[config.mk]
export PLATFORM = sky130hd
export DESIGN_NAME = prom_boot_sequencer
export DESIGN_NICKNAME = d
export VERILOG_FILES = /design/src/rtl/prom_boot_sequencer.sv
export SDC_FILE = /design/constraint.sdc
export NUM_CORES = 1
export LEC_CHECK = 0
export CORE_UTILIZATION = 47
export CTS_BUF_LIST = sky130_fd_sc_hd__clkbuf_4
export DETAILED_ROUTE_END_ITERATION = 12
export GPL_TIMING_DRIVEN = 0
export HOLD_SLACK_MARGIN = 0.1
export MAX_ROUTING_LAYER = met4
export PLACE_DENSITY = 0.86
export SYNTH_ARGS = -nofsm -noshare
export SYNTH_HDL_FRONTEND = slang
export SYNTH_SLANG_ARGS = --single-unit
[constraint.sdc]
create_clock -name clk -period 4.5 [get_ports clk]
set_clock_uncertainty 0.2 [all_clocks]
set_input_delay 0.9 -clock clk [delete_from_list [all_inputs] [get_ports clk]]
set_output_delay 0.9 -clock clk [all_outputs]
set_load 0.02 [all_outputs]
[src/rtl/prom_boot_sequencer.sv]
// Boot PROM reader: assembles BYTES_PER_WORD bytes (LSB first) into microwords and hands them
// downstream over valid/ready. Define PROM_BOOT_CHECKSUM_EN to add a trailing checksum byte check.
module prom_boot_sequencer #(
    parameter int unsigned BYTES_PER_WORD = 6,
    parameter int unsigned N_WORDS        = 85,
    parameter int unsigned WAIT_CYCLES    = 1
) (
    input  logic                          clk,
    input  logic                          reset_n,
    input  logic                          start,
    output logic [8:0]                    prom_a,
    output logic                          prom_ce_n,
    input  logic [7:0]                    prom_d,
    output logic [8*BYTES_PER_WORD-1:0]   word_data,
    output logic [6:0]                    word_addr,
    output logic                          word_valid,
    input  logic                          word_ready,
`ifdef PROM_BOOT_CHECKSUM_EN
    output logic                          csum_err,
`endif
    output logic                          busy,
    output logic                          done
);
    localparam int unsigned   KW        = (BYTES_PER_WORD > 1) ? $clog2(BYTES_PER_WORD) : 1;
    localparam logic [KW-1:0] LAST_K    = KW'(BYTES_PER_WORD - 1);
    localparam logic [6:0]    LAST_W    = 7'(N_WORDS - 1);
    localparam logic [3:0]    LAST_WAIT = 4'(WAIT_CYCLES - 1);

    typedef enum logic [2:0] {IDLE, FETCH, WAIT, EMIT, DONE} state_t;

    state_t        state;
    logic [KW-1:0] k;
    logic [3:0]    wait_cnt;
    logic          capture;
`ifdef PROM_BOOT_CHECKSUM_EN
    logic [7:0]    sum;
    logic          csum_phase;
`endif

    // prom_d is sampled on the edge that ends the last settle cycle of a byte fetch
    assign capture = ((state == FETCH) && (WAIT_CYCLES == 0)) ||
                     ((state == WAIT) && (wait_cnt == LAST_WAIT));

    always_ff @(posedge clk or negedge reset_n) begin
        if (!reset_n) begin
            state      <= IDLE;
            prom_a     <= '0;
            prom_ce_n  <= 1'b1;
            word_data  <= '0;
            word_addr  <= '0;
            word_valid <= 1'b0;
            busy       <= 1'b0;
            done       <= 1'b0;
            k          <= '0;
            wait_cnt   <= '0;
`ifdef PROM_BOOT_CHECKSUM_EN
            sum        <= '0;
            csum_phase <= 1'b0;
            csum_err   <= 1'b0;
`endif
        end else begin
            case (state)
                IDLE, DONE: begin
                    if (start) begin
                        state     <= FETCH;
                        prom_a    <= '0;
                        word_addr <= '0;
                        k         <= '0;
                        prom_ce_n <= 1'b0;
                        busy      <= 1'b1;
                        done      <= 1'b0;
`ifdef PROM_BOOT_CHECKSUM_EN
                        sum        <= '0;
                        csum_phase <= 1'b0;
                        csum_err   <= 1'b0;
`endif
                    end
                end
                FETCH: begin
                    wait_cnt <= '0;
                    if (WAIT_CYCLES != 0) state <= WAIT;
                end
                WAIT: wait_cnt <= wait_cnt + 4'd1;
                EMIT: begin
                    if (word_ready) begin
                        word_valid <= 1'b0;
                        if (word_addr == LAST_W) begin
`ifdef PROM_BOOT_CHECKSUM_EN
                            csum_phase <= 1'b1;
                            prom_ce_n  <= 1'b0;
                            state      <= FETCH;
`else
                            busy  <= 1'b0;
                            done  <= 1'b1;
                            state <= DONE;
`endif
                        end else begin
                            word_addr <= word_addr + 7'd1;
                            k         <= '0;
                            prom_ce_n <= 1'b0;
                            state     <= FETCH;
                        end
                    end
                end
                default: state <= IDLE;
            endcase

            // Capture overrides the FETCH/WAIT next-state chosen above
            if (capture) begin
                prom_a <= prom_a + 9'd1;
`ifdef PROM_BOOT_CHECKSUM_EN
                sum <= sum + prom_d;
                if (csum_phase) begin
                    csum_err  <= (sum + prom_d) != 8'd0;
                    prom_ce_n <= 1'b1;
                    busy      <= 1'b0;
                    done      <= 1'b1;
                    state     <= DONE;
                end else begin
`else
                begin
`endif
                    word_data[8*int'(k) +: 8] <= prom_d;
                    if (k == LAST_K) begin
                        prom_ce_n  <= 1'b1;
                        word_valid <= 1'b1;
                        state      <= EMIT;
                    end else begin
                        k     <= k + 1'b1;
                        state <= FETCH;
                    end
                end
            end
        end
    end
endmodule

==> flow_metrics.tcl, run 1 <==
set metrics [dict create \
    r2r-end "word_data[20]" \
    p_comb_frac 0.461 \
    cts_root_buf "clkbuf_4" \
    p_sw_frac 0.404 \
    area_delta_synth_final_pct 29.3 \
    p_int_uw 1530 \
    firstDrtPassIters 4 \
    die_h_um 90.2 \
    maxCapViolCount 0 \
    overflow 0 \
    place_inst 508 \
    layout-drive-gt1-share 0.155 \
    cts_tree "done" \
    synthXorXnorAreaFrac 0.00479 \
    drtIter0Drc 108 \
    fillCellCount 603 \
    synth_compound_area_frac 0.0784 \
    antenna_found_initial 0 \
    grt_first_pass_wirelength_um 14200 \
    ys_seq_area_frac 0.534 \
    power_frac_seq 0.387 \
    synthDistinctLibCells 51 \
    chipWidth_um 90.2 \
    dpl_cell_area_um2 4600 \
    fp-row-count 31 \
    powerDensity_nw_per_um2 544 \
    start_util 0.496 \
    p_sw_uw 1040 \
    clock_latency_ns 0.44 \
    r2r_slack_ns 1.16 \
    wl_um 8350 \
    finalCritPeriodShare 0.743 \
    ctsLongestPathBuffers 2 \
    layout.nets 442 \
    leakage_uw 0.00213 \
    cp_max_fo 10 \
    num_io_pins 80 \
    synth_seq_cells 78 \
    wire_per_inst_um 15.9 \
    synth.mux.area_fraction 0.139 \
    start_kind "flop" \
    postCtsSetupBuffers 0 \
    hold_end "word_data[23]" \
    ys.flop_type "dfrtp_1" \
    synth-edff-count 0 \
    cts_buffers 9 \
    rsz0062_at_grt "false" \
    setup_slack_ns 1.16 \
    clk_pin_slew_ns 0.14 \
    fmax_mhz 299 \
    hold_path.startpoint "word_data[23]" \
    dp_hpwl_um 6040 \
    grt_pass1_vias 2957 \
    slew-limit-headroom 0.261 \
    fin_setup_tns_ns 0 \
    timing.final.crit_period_ns 3.34 \
    status "finished, final reports clean" \
    rr_worst_depth 8 \
    peakVddDrop_uv 439 \
    die_area_um2 8140 \
    synth-simple-area-share 0.174 \
    drc 0 \
    syn_area_um2 3660 \
    final_common_cell "clkdlybuf4s50_1" \
    synthCells 329 \
    worst_path_largest_cell_delay_ns 0.79 \
    ctsResizeCount 0 \
    stdcell_area_um2 4730 \
    htree_num_levels 3 \
    dp_slack_ns 1.18 \
    vias_per_cell 5.49 \
    worst_ep_required_time_ns 4.65 \
    crit_path_end_kind "flop" \
    cts.sinks 78 \
    layout_common_cells "clkdlybuf4s50_1, dfrtp_1, nand2_1" \
    final_cells 525 \
    synth_top_family_by_area "simple AND/OR/NAND/NOR gates" \
    synth-adder-area-share 0.0308 \
    setup_viol 0 \
    ys_warn_count 0 \
    diodes 0 \
    syn_avg_cell_area_um2 11.1 \
    io_buffers 79 \
    path_class "reg -> reg" \
    syn_nets 350 \
    hold_viol_final 0 \
    finalMaxSlewViolations 0 \
    cp.arrival_ns 3.50 \
    coreArea_um2 7370 \
    clock_power_share 0.151 \
    ys_async_sr_fraction 1.00 \
    hp-class "reg -> reg" \
    finalWeightedCongestion 0.826 \
    worstPathCellList "clkbuf_1 > inv_1 > ha_1 > ha_1 > nor4bb_1 > nand4_1 > clkbuf_1 > mux2_2" \
    grt_max_degree 63 \
    ant_nets 0 \
    grtUsageTotal 0.229 \
    max_slew.worst_pin.slew_ns 1.11 \
    reg2reg_from "k[0]" \
    hold_depth 2 \
    vias 2884 \
    cp_slowest_cell "nor4bb_1" \
]
per-layer routing:
layer	global-route usage	part of all wire	up-vias
met3	0.0736	0.072	11
met1	0.275	0.43	1438
met2	0.359	0.48	84
met4	0.0927	0.017	0
li1	-	-	1351
met5	-	0	-
power by group through the flow:
stage | Sequential (µW) | Combinational (µW) | Clock, µW
finish | 997 | 1190 | 390
global route | 1020 | 1290 | 425
detailed placement | 1010 | 1190 | 0
floorplan | 1180 | 518 | 0
CTS | 999 | 1190 | 398
global placement | 998 | 1160 | 0
worst max path at each step:
stage	start	endpoint	slack [ns]	cells past startpoint
floorplan	k[0]	word_data[0]	1.70	7
global placement	reset_n	word_data[19]	-0.33	1
detailed placement	k[0]	word_data[20]	1.18	8
CTS	k[0]	word_data[20]	1.15	8
global route	k[0]	word_data[20]	0.92	8
finish	k[0]	word_data[20]	1.16	8
through the flow:
stage	power (µW)	utilization	hold WS (ns)
floorplan	1700	-	0.302
global placement	2160	0.620	0.259
detailed placement	2200	0.624	0.270
CTS	2590	0.642	0.299
global route	2740	0.642	0.330
finish	2570	0.642	0.291
cells in the mapped netlist, drive strengths merged (2+ instances only):
cell / count / share of area
nand4b: 2 / 0.0048
nor3b: 2 / 0.0041
nor4bb: 2 / 0.0055
ha: 9 / 0.031
o22ai: 3 / 0.0051
nor4b: 2 / 0.0089
a21o: 2 / 0.0041
nand4: 7 / 0.012
and3: 10 / 0.017
or3: 4 / 0.0068
buf: 7 / 0.014
clkbuf: 8 / 0.0082
and2: 6 / 0.010
nor2b: 2 / 0.0034
nand3: 16 / 0.022
o21ai: 21 / 0.029
mux2i: 10 / 0.027
dfrtp: 77 / 0.53
nor3: 5 / 0.0099
inv: 16 / 0.016
nor2: 8 / 0.0082
o41ai: 2 / 0.0048
a21oi: 9 / 0.012
mux2: 35 / 0.11
nand2: 45 / 0.048
repair_timing:
| action | CTS | global route |
|---|---|---|
| setup endpoints to repair | 0 | 0 |
| hold endpoints to repair | 16 | 0 |
| hold buffers | 1 | 0 |
cell families after synthesis:
| group | after synthesis |
|---|---|
| XOR/XNOR | 2 |
| multiplexers | 45 |
| flip-flops | 78 |
| AO/OA/AOI/OAI | 47 |
| AND/OR/NAND/NOR | 117 |
| buffers and inverters | 31 |
| adder cells (fa/ha/maj) | 9 |
cell type report:
type	instances	area, µm²	area share
Clock buffer	10	75.1	0.0159
Clock inverter	6	47.5	0.0101
Sequential cell	78	1950	0.413
Timing Repair Buffer	81	826	0.175
Inverter	16	60.1	0.0127
Tap cell	99	124	0.0262
Buffer	15	80.1	0.0169
Multi-Input combinational cell	220	1560	0.331
sequential cells by signal, summed over array words and instances, names as in the netlist, 3 cells and up:
name / flops
prom_a: 9
state: 3
k: 3
wait_cnt: 4
word_data: 48
word_addr: 7
critical path: cells and delay by family (launching register included):
kind          cells  cell delay, ns
fa+ha+maj         2            0.56
mux               1            0.32
buf+inv           3            0.70
flops             1            0.41
simple gates      2            1.07
No activity file was read; power rests on OpenSTA's default activity.
==> run 2, diff against run 1 <==
PLACE_DENSITY = 0.89   (was 0.86)
clock period = 2.87 ns   (was 4.5 ns; I/O delays follow)
==> flow_metrics.tcl, run 2 (same netlist as run 1, synthesis figures left out) <==
set metrics [dict create \
    hold_depth 1 \
    clock_latency_ns 0.44 \
    ant_nets 0 \
    fp-row-count 31 \
    cp_slowest_cell "or4b_2" \
    top_register "word_data" \
    final_cells 526 \
    grt_max_degree 43 \
    clk_pin_slew_ns 0.14 \
    grt_first_pass_wirelength_um 15200 \
    diodes 0 \
    hold_viol_final 0 \
    fmax_mhz 364 \
    clock_power_share 0.167 \
    setup_viol 0 \
    rr_worst_depth 7 \
    worst_path_largest_cell_delay_ns 0.70 \
    slew-limit-headroom 0.255 \
    worst_ep_required_time_ns 3.02 \
    peakVddDrop_uv 729 \
    drtIter0Drc 218 \
    start_util 0.496 \
    p_sw_frac 0.403 \
    finalCritPeriodShare 0.958 \
    p_comb_frac 0.460 \
    hold_path.startpoint "prom_a[8]" \
    powerDensity_nw_per_um2 882 \
    dpl_cell_area_um2 4590 \
    firstDrtPassIters 4 \
    status "finished, final reports clean" \
    drc 0 \
    crit_path_end_kind "flop" \
    layout_common_cells "clkdlybuf4s50_1, dfrtp_1, nand2_1" \
    leakage_uw 0.00217 \
    overflow 0 \
    htree_num_levels 3 \
    grt_pass1_vias 3120 \
    r2r-end "word_data[7]" \
    cp_max_fo 8 \
    crit_buf_inv 2 \
    layout.nets 443 \
    reg2reg_from "k[1]" \
    vias_per_cell 5.58 \
    stdcell_area_um2 4790 \
    cp_common_cell "ha_1" \
    crit_family "simple AND/OR/NAND/NOR gates" \
    grtUsageTotal 0.246 \
    cts_tree "done" \
    num_io_pins 80 \
    finalMaxSlewViolations 0 \
    start_kind "flop" \
    rsz0062_at_grt "false" \
    wire_per_inst_um 17.4 \
    place_inst 508 \
    cp.arrival_ns 2.90 \
    worstPathCellList "inv_1 > ha_1 > ha_1 > or4b_2 > nor3_4 > buf_12 > mux2_2" \
    p_int_uw 2520 \
    cts_buffers 9 \
    r2r_slack_ns 0.12 \
    path_class "reg -> reg" \
    power_frac_seq 0.373 \
    area_delta_synth_final_pct 31.0 \
    cts_root_buf "clkbuf_4" \
    maxCapViolCount 0 \
    wl_um 9150 \
    layout-drive-gt1-share 0.169 \
    coreArea_um2 7370 \
    dp_hpwl_um 6430 \
    largestRegisters "word_data: 48 flops, prom_a: 9 flops, word_addr: 7 flops" \
    ctsLongestPathBuffers 2 \
    final_common_cell "clkdlybuf4s50_1" \
    vias 2936 \
    timing.final.crit_period_ns 2.75 \
    antenna_found_initial 0 \
    die_area_um2 8140 \
    die_h_um 90.2 \
    setup_slack_ns 0.119 \
    max_slew.worst_pin.slew_ns 1.12 \
    hp-class "reg -> reg" \
    p_sw_uw 1700 \
    cts.sinks 78 \
    chipWidth_um 90.2 \
    io_buffers 79 \
    finalWeightedCongestion 0.819 \
    fin_setup_tns_ns 0 \
    hold_end "prom_a[8]" \
    dp_slack_ns -0.386 \
    largest_reg_flops 48 \
]
-- run 2: cell count changes in the layout (fill, tap and decap cells not counted), sizes merged --
| cell | before | now |
|---|---|---|
| clkbuf | 18 | 16 |
| inv | 17 | 18 |
| clkinvlp | 4 | 1 |
| bufinv | 0 | 1 |
| clkinv | 1 | 3 |
| buf | 9 | 11 |
-- run 2: how the worst max path moves through the flow --
stage / end / slack [ns] / from / cells after the start
finish: word_data[7] / 0.12 / k[1] / 7
global placement: prom_a[4] / -1.59 / reset_n / 1
floorplan: word_data[0] / 0.07 / k[0] / 7
CTS: word_data[7] / 0.02 / k[0] / 7
global route: word_data[0] / 0.04 / k[1] / 7
detailed placement: word_data[19] / -0.39 / k[0] / 8
-- run 2: worst register-to-register path, cell delays in order, from the launching register on --
cell and delay, ns:
dfrtp_1 0.42, inv_1 0.09, ha_1 0.18, ha_1 0.36
or4b_2 0.70, nor3_4 0.22, buf_12 0.15, mux2_2 0.34
-- run 2: power by group through the flow --
stage	Clock [µW]	Combinational (µW)	Sequential, µW
global route	761	2090	1610
finish	706	1940	1580
CTS	719	1910	1590
floorplan	0	812	1850
detailed placement	0	1880	1590
global placement	0	1800	1570
-- run 2: stage by stage --
step	power (µW)	utilization	hold slack [ns]
after CTS	4220	0.649	0.300
after global routing	4460	0.650	0.325
final	4220	0.650	0.292
after detailed placement	3460	0.623	0.270
after global placement	3370	0.620	0.260
after floorplan	2660	-	0.0784
-- run 2: repair_timing --
action	CTS	global route
setup buffers	1	1
endpoints found under the setup margin	22	16
pin swaps	1	0
hold endpoints to repair	36	0
gates resized for setup	3	3
hold buffers	1	0
-- run 2: area by class of cell --
class                           count  area [µm²]
Fill cell                         577        2580
Sequential cell                    78        1950
Multi-Input combinational cell    220        1580
Timing Repair Buffer               83         846
Tap cell                           99         124
Clock inverter                      7        81.3
Buffer                             14        77.6
Clock buffer                        9        67.6
Inverter                           16        60.1
-- run 2: layer usage --
layer  wire (µm)  vias up  GRT usage
met5           0        -          -
met4          98        0     0.0847
met3         556       11     0.0651
met2        4660      103      0.403
met1        3830     1474      0.295
li1            -     1348          -
==> run 3, diff against run 2 <==
RECOVER_POWER = 100   (was default)
==> flow_metrics.tcl, run 3 (same netlist as run 1, synthesis figures left out) <==
set metrics [dict create \
    hold_viol_final 0 \
    firstDrtPassIters 4 \
    largest_reg_flops 48 \
    layout-drive-gt1-share 0.150 \
    dp_hpwl_um 6430 \
    fillCellCount 590 \
    maxCapViolCount 0 \
    p_comb_frac 0.447 \
    finalWeightedCongestion 0.819 \
    powerDensity_nw_per_um2 860 \
    setup_viol 0 \
    io_buffers 79 \
    vias_per_cell 5.53 \
    reg2reg_from "k[1]" \
    drtIter0Drc 236 \
    grt_pass1_vias 3120 \
    path_class "reg -> reg" \
    vias 2909 \
    top_register "word_data" \
    drc 0 \
    finalMaxSlewViolations 0 \
    cts_buffers 9 \
    final_common_cell "dfrtp_1" \
    cts.sinks 78 \
    largestRegisters "word_data: 48 flops, prom_a: 9 flops, word_addr: 7 flops" \
    peakVddDrop_uv 688 \
    p_sw_uw 1670 \
    p_sw_frac 0.410 \
    place_inst 508 \
    overflow 0 \
    finalCritPeriodShare 0.957 \
    wl_um 9050 \
    worstPathCellList "inv_1 > ha_1 > ha_1 > or4b_2 > nor3_4 > buf_12 > mux2_2" \
    area_delta_synth_final_pct 29.8 \
    p_int_uw 2410 \
    fmax_mhz 364 \
    num_io_pins 80 \
    layout_common_cells "dfrtp_1, dlygate4sd3_1, nand2_1" \
    worst_ep_required_time_ns 3.01 \
    p_total_uw 4080 \
    die_h_um 90.2 \
    status "finished, final reports clean" \
    clock_power_share 0.171 \
    crit_path_end_kind "flop" \
    max_slew.worst_pin.slew_ns 1.10 \
    grt_first_pass_wirelength_um 15200 \
    holdWs_ns 0.287 \
    hp-class "reg -> reg" \
    grtUsageTotal 0.246 \
    cp-startpoint "k[1]" \
    cp_slowest_cell "or4b_2" \
    clk_pin_slew_ns 0.14 \
    start_util 0.496 \
    die_area_um2 8140 \
    ant_nets 0 \
    coreArea_um2 7370 \
    antenna_found_initial 0 \
    cp_common_cell "ha_1" \
    layout.nets 443 \
    final_cells 526 \
    leakage_uw 0.00225 \
    clock_latency_ns 0.43 \
    worst_path_largest_cell_delay_ns 0.70 \
    timing.final.crit_period_ns 2.75 \
    fin_util 0.644 \
    cts_tree "done" \
    wire_per_inst_um 17.2 \
    fp-row-count 31 \
    start_kind "flop" \
    cp.arrival_ns 2.88 \
    cp_max_fo 8 \
    htree_num_levels 3 \
    power_frac_seq 0.382 \
    hold_path.startpoint "prom_a[8]" \
    grt_max_degree 43 \
    chipWidth_um 90.2 \
    ctsLongestPathBuffers 2 \
    slew-limit-headroom 0.265 \
    cts_root_buf "clkbuf_4" \
    rsz0062_at_grt "false" \
    diodes 0 \
]
## run 3: power groups by stage
stage	Sequential [µW]	Combinational (µW)	Clock, µW
after CTS	1590	1910	719
after floorplan	1850	812	0
final	1560	1820	698
after detailed placement	1590	1880	0
after global routing	1590	1980	761
after global placement	1570	1800	0
## run 3: cell type report
type / instances / area [µm²] / area share
Clock buffer: 9 / 67.6 / 0.0142
Clock inverter: 7 / 81.3 / 0.0171
Buffer: 14 / 67.6 / 0.0142
Multi-Input combinational cell: 220 / 1570 / 0.330
Tap cell: 99 / 124 / 0.0261
Timing Repair Buffer: 83 / 825 / 0.174
Inverter: 16 / 60.1 / 0.0127
Sequential cell: 78 / 1950 / 0.412
## run 3: metrics by stage
stage	area [µm²]	setup TNS (ns)	setup WS (ns)
6_report	4740	0	0.122
5_1_grt	4740	0	0.0242
4_1_cts	4780	0	0.0176
3_5_place_dp	4590	-4.51	-0.386
3_3_place_gp	4570	-125.59	-1.59
2_1_floorplan	3660	0	0.0653
## run 3: final timing paths
kind,end,slack [ns],cells after the start
max,word_data[7],0.12,7
min,prom_a[8],0.29,1
max reg2reg,word_data[7],0.12,7
min reg2reg,prom_a[8],0.29,1
max in group asynchronous,word_addr[0],0.43,3
min in group asynchronous,word_data[25],0.59,2
## run 3: metal layers
metal / vias to the layer above / share of wire / track usage
met5: - / 0 / -
met4: 0 / 0.0084 / 0.0847
met3: 7 / 0.064 / 0.0651
met2: 101 / 0.52 / 0.403
met1: 1454 / 0.41 / 0.295
li1: 1347 / - / -
## run 3: worst max-delay path: cells and delay by family, from the launching register on
family / cells / cell delay [ns]
buf+inv: 2 / 0.24
simple gates: 2 / 0.92
mux: 1 / 0.33
flops: 1 / 0.42
fa+ha+maj: 2 / 0.54
## run 3: what timing repair did
item	in CTS	in global routing
setup endpoints to repair	22	16
hold endpoints to repair	36	0
hold buffers	1	0
gates resized for setup	3	3
setup buffers	1	1
pin swaps	1	0
